File: config.mk
export PLATFORM = sky130hd
export DESIGN_NAME = seq_restoring_divider
export DESIGN_NICKNAME = d
export VERILOG_FILES = /design/src/rtl/seq_restoring_divider.sv
export SDC_FILE = /design/constraint.sdc
export NUM_CORES = 1
export LEC_CHECK = 0
export ABC_AREA = 1
export CAP_MARGIN = 20
export CORE_AREA = 2 2 75 77
export DETAILED_ROUTE_END_ITERATION = 10
export DIE_AREA = 0 0 77 79
export PLACE_DENSITY = 0.74
export RECOVER_POWER = 50
export SLEW_MARGIN = 20
export SYNTH_ARGS = -nofsm -noshare
export SYNTH_HDL_FRONTEND = slang
export SYNTH_SLANG_ARGS = --single-unit
File: constraint.sdc
create_clock -name clk -period 1.6 [get_ports clk]
set_input_delay 0.4 -clock clk [delete_from_list [all_inputs] [get_ports clk]]
set_output_delay 0.4 -clock clk [all_outputs]
set_load 0.05 [all_outputs]
File: src/rtl/seq_restoring_divider.sv
// Iterative unsigned restoring divider: one quotient bit per clock,
// start/busy/done handshake, divide-by-zero flag on completion.
module seq_restoring_divider #(
  parameter int unsigned WIDTH = 8
) (
  input  logic             clk,
  input  logic             rst,
  input  logic             start,
  input  logic [WIDTH-1:0] dividend,
  input  logic [WIDTH-1:0] divisor,
  output logic             busy,
  output logic             done,
  output logic [WIDTH-1:0] quotient,
  output logic [WIDTH-1:0] remainder,
  output logic             dbz
);

  localparam int unsigned CW = (WIDTH > 2) ? $clog2(WIDTH) : 1;
  localparam logic [CW-1:0] LAST = CW'(WIDTH - 1);

  typedef enum logic [1:0] {IDLE, RUN, DONE} state_t;

  state_t           state, state_next;
  logic             load, finish;
  logic [CW-1:0]    cnt;
  logic [WIDTH-1:0] q_reg, d_reg;
  // Partial remainder always ends an iteration below the divisor, so it
  // fits in WIDTH bits; only the shifted trial value needs WIDTH+1.
  logic [WIDTH-1:0] r_reg;
  logic [WIDTH:0]   shifted;
  logic             no_borrow;
  logic [WIDTH-1:0] r_next, q_next;

  always_comb begin
    shifted   = {r_reg, q_reg[WIDTH-1]};
    no_borrow = (shifted >= {1'b0, d_reg});
    r_next    = no_borrow ? WIDTH'(shifted - {1'b0, d_reg}) : shifted[WIDTH-1:0];
    q_next    = {q_reg[WIDTH-2:0], no_borrow};
  end

  always_comb begin
    state_next = state;
    load       = 1'b0;
    finish     = 1'b0;
    busy       = 1'b0;
    done       = 1'b0;
    case (state)
      IDLE: begin
        if (start) begin
          load       = 1'b1;
          state_next = RUN;
        end
      end
      RUN: begin
        busy = 1'b1;
        if (cnt == LAST) begin
          finish     = 1'b1;
          state_next = DONE;
        end
      end
      DONE: begin
        done = 1'b1;
        if (start) begin
          load       = 1'b1;
          state_next = RUN;
        end else begin
          state_next = IDLE;
        end
      end
      default: state_next = IDLE;
    endcase
  end

  always_ff @(posedge clk or posedge rst) begin
    if (rst) begin
      state <= IDLE;
    end else begin
      state <= state_next;
    end
  end

  always_ff @(posedge clk or posedge rst) begin
    if (rst) begin
      cnt       <= '0;
      q_reg     <= '0;
      d_reg     <= '0;
      r_reg     <= '0;
      quotient  <= '0;
      remainder <= '0;
      dbz       <= 1'b0;
    end else if (load) begin
      cnt   <= '0;
      q_reg <= dividend;
      d_reg <= divisor;
      r_reg <= '0;
    end else if (state == RUN) begin
      cnt   <= cnt + 1'b1;
      q_reg <= q_next;
      r_reg <= r_next;
      if (finish) begin
        quotient  <= q_next;
        remainder <= r_next;
        dbz       <= (d_reg == '0);
      end
    end
  end

endmodule
Word-level counts from Yosys, hierarchy flattened --
Cells that the tools add are included.
Word-level totals: register bits 46, latch bits 0, memory bits (writable) 0, memory bits (read-only) 0, bits of input ports 19, memories 0
Operators by class: add/subtract/negate cells 2, $mul 0, divide/modulo/power cells 0, order comparisons 1, eq/ne operators 5, shift-type cells 0, multiplexer cells 17, bitwise logic cells 1, reduce and logical (&&, ||, !) cells 6
Operator list (count):
- two-way mux 8 bit | 5
- greater-or-equal comparator 9 x 8 -> 1 bit | 1
- logical NOT 8 bit | 1
- subtractor 8 bit | 1
- two-way mux 1 bit | 7
- two-way mux 3 bit | 2
- case mux 2 bit (3 select lines) | 1
- two-way mux 2 bit | 2
- inequality test 2 bit, second input constant | 2
- adder 3 x 1 -> 3 bit, second input constant | 1
- equality test 3 bit, second input constant | 1
- AND reduction 3 bit | 1
- equality test 2 x 1 -> 1 bit, second input constant | 1
- equality test 2 bit, second input constant | 1
- logical NOT 2 bit | 1
- AND reduction 2 bit | 1
- nonzero test 2 bit | 1
- OR reduction 2 bit | 1
- inverter 1 bit | 1

Depth between registers and ports, before layout --
Gate-level depths: netlist of the first run.
depth in word-level cells 5, mapped depth 15, mapped depth without buffers 14

Worst setup path after synthesis of the first run --
OpenSTA, ideal clock, no wires.
path type register to register, start point register q_reg[7], end point register r_reg[4], library setup time 0.117 ns, arrival 1.552 ns, data required time 1.483 ns, path slack -0.069 ns, cell stages (with the launch flop) 12, buffers on the path 0, period minus slack after synthesis 1.669 ns, path through dfrtp_1 -> inv_1 -> ha_1 -> inv_1 -> fa_1 -> nand3_1 -> nand3_1 -> xor2_1 -> nand2_1 -> nand2_1 -> nand2_1 -> nand2_1
Between the ends: word-level cells in the longest chain between the ends 4, elaborated cells between the ends (all ways) 5, classes of those cells add/sub (1); order compare (1); mux (3)
RTL lines:
- start: declaration | RTL line 26 | logic [WIDTH-1:0] q_reg, d_reg;
- start signal: assignment | RTL line 93 | q_reg <= dividend;
- start signal: assignment | RTL line 98 | q_reg <= q_next;
- subtractor 8 bit / greater-or-equal comparator 9 x 8 -> 1 bit (equally long branches) | RTL line 37, 36
- two-way mux 8 bit * | RTL line 37 | r_next = no_borrow ? WIDTH'(shifted - {1'b0, d_reg}) : shifted[WIDTH-1:0];
- two-way mux 8 bit * | RTL line 96 | end else if (state == RUN) begin
- two-way mux 8 bit * | RTL line 91 | end else if (load) begin
- end signal: assignment | RTL line 99 | r_reg <= r_next;
- end: declaration | RTL line 29 | logic [WIDTH-1:0] r_reg;
Mark *: on every way between the ends. The rest lies on a longest branch, timed or not. The select of a mux whose other input is x is not followed. A chain may end at the register's enable or synchronous reset.

Worst setup path in the final report of the first run --
start point register r_reg[5], end point register r_reg[2]
Between the ends: word-level cells in the longest chain between the ends 4
RTL lines:
- greater-or-equal comparator 9 x 8 -> 1 bit | RTL line 36 | no_borrow = (shifted >= {1'b0, d_reg});
- two-way mux 8 bit | RTL line 37
- two-way mux 8 bit | RTL line 96
- two-way mux 8 bit | RTL line 91
No other way between the ends. The select of a mux whose other input is x is not followed.

==> results of run 1 <==
## layout by cell type, fill, tap and decap left out, types with 7 or more instances in the layout
cell type         n
buf_12           21
buf_4            40
clkdlybuf4s50_1  18
dfrtp_1          43
ha_4              8
inv_1            23
inv_2            17
nand2_1          87
nand2_2          19
nand2_4          10
nand3_2          17
o21ai_0          15
o221ai_1          7
## critical path: stages (launching register included)
cell	delay, ps
dfrtp_2	450
ha_4	310
nand2_2	90
nor2_2	180
nand3_2	180
nand4_4	200
nand2_2	100
nand3_2	70
nand2_2	60
## logic make-up after synthesis
| logic type | synth area share |
|---|---|
| buffers and inverters | 0.07626 |
| adders and majority gates | 0.05859 |
| xor gates and xnor gates | 0.01061 |
| and+or+nand+nor | 0.3091 |
| AOI/OAI and AO/OA | 0.08081 |
| DFF | 0.4646 |
## Yosys cell counts
cell type,number
a21oi_1,3
a21oi_4,1
a22o_1,2
buf_2,1
buf_4,2
clkbuf_1,3
clkinv_1,1
dfrtp_1,46
fa_1,1
ha_1,10
inv_1,34
inv_2,7
nand2_1,111
nand2_2,5
nand3_1,17
nand3_2,9
nand3_4,1
nand4_1,4
nand4_2,1
nor2_1,8
nor2_2,1
nor2_4,2
nor2_8,1
o211ai_1,1
o21ai_0,15
o221ai_1,7
o31ai_1,1
or2_4,1
xnor2_1,1
xor2_1,2
## per-stage QoR
step	setup WS (ps)	instances
global route	-208.9	456
floorplan	4.918	299
global placement	-163.0	433
CTS	-97.63	449
finish	-152.9	456
detailed placement	-147.5	433
## area by class of cell
class / count / area (um^2) / area share
clock buffer: 5 / 68.82 / 0.01753
inverter: 42 / 157.7 / 0.04015
tap: 72 / 90.09 / 0.02294
timing repair buffer: 82 / 928.4 / 0.2365
multi-input combinational: 206 / 1503 / 0.3827
sequential: 46 / 1155 / 0.2941
clock inverter: 3 / 23.77 / 0.006055
## how the worst max path moves through the flow
stage | slack, ps | from | end | depth (start not counted)
floorplan | 5 | q_reg[7] | r_reg[4] | 11
detailed placement | -150 | r_reg[1] | remainder[4] | 11
global placement | -160 | d_reg[6] | r_reg[2] | 10
global route | -210 | r_reg[5] | r_reg[3] | 9
finish | -150 | r_reg[5] | r_reg[2] | 8
CTS | -100 | r_reg[1] | remainder[4] | 10
## metal layers
metal / wire length, um / GRT usage / up-vias
li1: - / - / 1126
met1: 3012 / 0.3008 / 1148
met2: 3644 / 0.4000 / 60
met3: 232 / 0.03636 / 21
met4: 210 / 0.09286 / 0
met5: 0 / 0 / -
## what timing repair did
item | CTS | global route
gates resized for setup | 33 | 47
pin swaps | 26 | 25
endpoints found under the setup margin | 19 | 19
hold buffers | 0 | 0
cloned | 0 | 1
setup buffers | 8 | 6
==> results_dict.tcl, run 1 <==
set metrics [dict create \
    clockBufferDepth 2 \
    setup_viol 18 \
    place.detailed.hpwl_um 4566 \
    ys_seq_area_frac 0.4646 \
    drt-total-wl_um 7099 \
    die_w_um 77 \
    io_buffers 37 \
    rrSetupSlack_ps -150 \
    grt_usage 0.2342 \
    wl_per_cell_um 15.57 \
    syn_area_um2 2477 \
    clock_skew_ps 11.86 \
    synth_top_area_share 0.4646 \
    setup_tns_ps -2041 \
    die_height_um 79 \
    ios 38 \
    worstPathRequired_ps 1800 \
    maxCapViolations 0 \
    r2r_start "r_reg[5]" \
    synth_area_per_cell_um2 8.286 \
    overflow 0 \
    hold_path_depth 1 \
    core_area_um2 5338 \
    grt_max_degree 47 \
    ff2ff_path_depth 8 \
    reg2reg_to "r_reg[2]" \
    postLayoutCellArea_um2 3926 \
    synth_area_leaders "dfrtp_1 (46%), nand2_1 (17%), inv_1 (5.2%)" \
    period_minus_slack_ps 1753 \
    fin_crit_sh 1.096 \
    max_freq_mhz 570.5 \
    fin_util 0.7356 \
    insertedDiodeCount 0 \
    n_fill_cell 383 \
    via_count 2355 \
    insertion_delay_ps 310 \
    finalNetCount 413 \
    synth_nets 329 \
    root_buffer "clkbuf_8" \
    run_status "finished with violations" \
    initial_core_util 0.4641 \
    drt_iter0_drc 135 \
    violations "setup timing" \
    antenna_found_initial 0 \
    first_pass_iters 4 \
    drc 0 \
    dieArea_um2 6083 \
    cts_sinks 46 \
    relSlewSlack 0.3176 \
    yosysWarningCount 0 \
    clkTransAtPathRegs_ps 90 \
    synth.ff_latch_count 46 \
    h-tree-depth 2 \
    layout-drive-gt1-share 0.4297 \
    crit_type "reg2reg" \
    rsz0062_at_grt "true" \
    cts_tree "done" \
    placed_cell_area_um2 3391 \
    place_congestion 0.8599 \
    worstPathMaxFanout 5 \
    hp-class "reg2reg" \
    cts_buffers 5 \
    final_hold_viol_count 0 \
    holdWs_ps 490.7 \
    rows 27 \
    grt_pass1_wl_um 11130 \
    fin_ws_ps -152.9 \
    hold_end "cnt[0]" \
    synthCells 299 \
    ant_nets 0 \
    finalMaxSlewViolations 0 \
    critPathLaunchType "flip-flop" \
    tightest_slew_ps 1024 \
    via_per_inst 5.164 \
    grt_pass1_vias 2356 \
    end_kind "flip-flop" \
    critPathArrivalTime_ps 1950 \
    synth.distinct_cells 30 \
    hold_path.startpoint "cnt[0]" \
    area_growth_pct 58.49 \
    yosys.area.top_type "dfrtp_1" \
]
Power of run 1 is left out: the tool's default activity adds up to more than one toggle a clock period on the data nets, which glitch-free logic cannot reach.
==> run 2, diff against run 1 <==
--- a/config.mk
+++ b/config.mk
@@ -10,6 +10,7 @@
 export CORE_AREA = 2 2 75 77
 export DETAILED_ROUTE_END_ITERATION = 10
 export DIE_AREA = 0 0 77 79
+export MAX_ROUTING_LAYER = met4
 export PLACE_DENSITY = 0.74
 export RECOVER_POWER = 50
 export SLEW_MARGIN = 20
==> run 2 against run 1 <==
The flow still finishes with violations (setup timing). Non-clock buffer count decreased by 4. Worst setup slack improved by 37 ps. Flip-flop and latch count unchanged. Global-route usage decreased by 0.96 points. Register-to-register slack improved by 40 ps. Core utilization fell by 1.4 points. First-iteration DRC count is 76% higher. Critical endpoint is now remainder[0].
==> results_dict.tcl, run 2 (synthesis gave the netlist of run 1 again) <==
set metrics [dict create \
    seqCellArea_um2 1154 \
    multi_input_area_um2 1446 \
    layout-drive-gt1-share 0.4053 \
    drc 0 \
    drt-total-wl_um 6571 \
    grt_max_degree 47 \
    wl_met1_um 2878 \
    via_per_inst 5.157 \
    io_buffers 37 \
    core_area_um2 5338 \
    clkTransAtPathRegs_ps 90 \
    final_hold_viol_count 0 \
    dieArea_um2 6083 \
    drt_iter0_drc 238 \
    period_minus_slack_ps 1716 \
    grt_pass1_vias 2206 \
    ant_nets 0 \
    fin_ws_ps -115.7 \
    die_w_um 77 \
    critPathLaunchType "flip-flop" \
    end_kind "flip-flop" \
    finalMaxSlewViolations 0 \
    place.detailed.hpwl_um 4517 \
    wl_met2_um 3346 \
    n_fill_cell 390 \
    root_buffer "clkbuf_8" \
    critPathArrivalTime_ps 1910 \
    worstPathMaxFanout 8 \
    relSlewSlack 0.3313 \
    die_height_um 79 \
    run_status "finished with violations" \
    initial_core_util 0.4641 \
    final_cell_mix "nand2_1 (88), dfrtp_1 (44), buf_4 (36), inv_1 (25), nand2_2 (23)" \
    top_layer "met4" \
    wl_per_cell_um 14.54 \
    setup_viol 18 \
    rows 27 \
    final_common_cell "nand2_1" \
    fin_crit_sh 1.072 \
    grt_usage 0.2246 \
    first_pass_iters 4 \
    h-tree-depth 2 \
    rsz0062_at_grt "true" \
    cts_sinks 46 \
    insertion_delay_ps 300 \
    crit_type "reg2reg" \
    setup_tns_ps -1663 \
    maxCapViolations 0 \
    max_freq_mhz 582.8 \
    hp-class "reg2reg" \
    tightest_slew_ps 1003 \
    area_growth_pct 55.50 \
    finalNetCount 409 \
    cts_hold_buffers 0 \
    clock_skew_ps 6.071 \
    overflow 0 \
    worstPathRequired_ps 1790 \
    dp.cells 432 \
    antenna_found_initial 0 \
    clockBufferDepth 2 \
    cts_buffers 5 \
    place_congestion 0.8617 \
    stdcell_count 452 \
    violations "setup timing" \
    grt_pass1_wl_um 10520 \
    via_count 2331 \
    insertedDiodeCount 0 \
    cts_tree "done" \
    ios 38 \
    wl_met3_um 231 \
]
-- run 2: cell count changes in the layout (fill, tap and decap cells not counted), moves of 2 or more --
cell / change
buf_4: -4
inv_1: +2
nand3_4: -2
nand2_4: -5
nand3_1: +3
nand2_2: +4
inv_2: -3
-- run 2: path summary, 6_finish.rpt --
path	start	to	slack (ps)	cells past startpoint
min in group asynchronous	rst	quotient[3]	720	3
max reg2reg	r_reg[5]	remainder[0]	-120	9
max in group asynchronous	rst	r_reg[5]	200	3
min reg2reg	cnt[0]	cnt[0]	500	1
min	cnt[0]	cnt[0]	500	1
max	r_reg[5]	remainder[0]	-120	9
-- run 2: worst max-delay path, cell delays in order, from the launching register on --
cell and delay [ps]:
dfrtp_2 470, ha_4 260, nand2_2 70, nand2_2 70, a21oi_4 180, inv_2 90
nor2_8 180, nand3_2 140, nand3_1 110, nand2_1 50
-- run 2: area by class of cell --
type / instances / share of cell area
multi-input cells: 206 / 0.3754
flip-flops and latches: 46 / 0.2994
repair buffers: 78 / 0.2355
inverters: 42 / 0.04157
well taps: 72 / 0.02338
clock buffers: 6 / 0.02144
clock inverters: 2 / 0.003248
-- run 2: routing by layer --
| layer | vias to the layer above | GRT usage |
|---|---|---|
| met5 | - | - |
| met4 | 0 | 0.07857 |
| met3 | 11 | 0.03523 |
| met2 | 53 | 0.3693 |
| met1 | 1150 | 0.2865 |
| li1 | 1117 | - |
-- run 2: repair_timing --
action | 4_1_cts | 5_1_grt
pin swaps | 16 | 37
endpoints found under the setup margin | 19 | 19
endpoints found under the hold margin | 0 | 0
gates cloned | 1 | 0
gates resized for setup | 31 | 38
setup buffers | 5 | 6
-- run 2: metrics by stage --
stage                     worst slack [ps]    util  cell area, um^2  hold WS [ps]
final                               -115.7  0.7218             3852         501.1
after global routing                -203.4  0.7218             3852         521.2
after CTS                           -117.5  0.6871             3667         447.3
after detailed placement            -143.7  0.6338             3383         483.8
after global placement              -125.9  0.6338             3383         473.8
after floorplan                      4.918       -             2501         449.7
Power of run 2 is left out for the same reason.
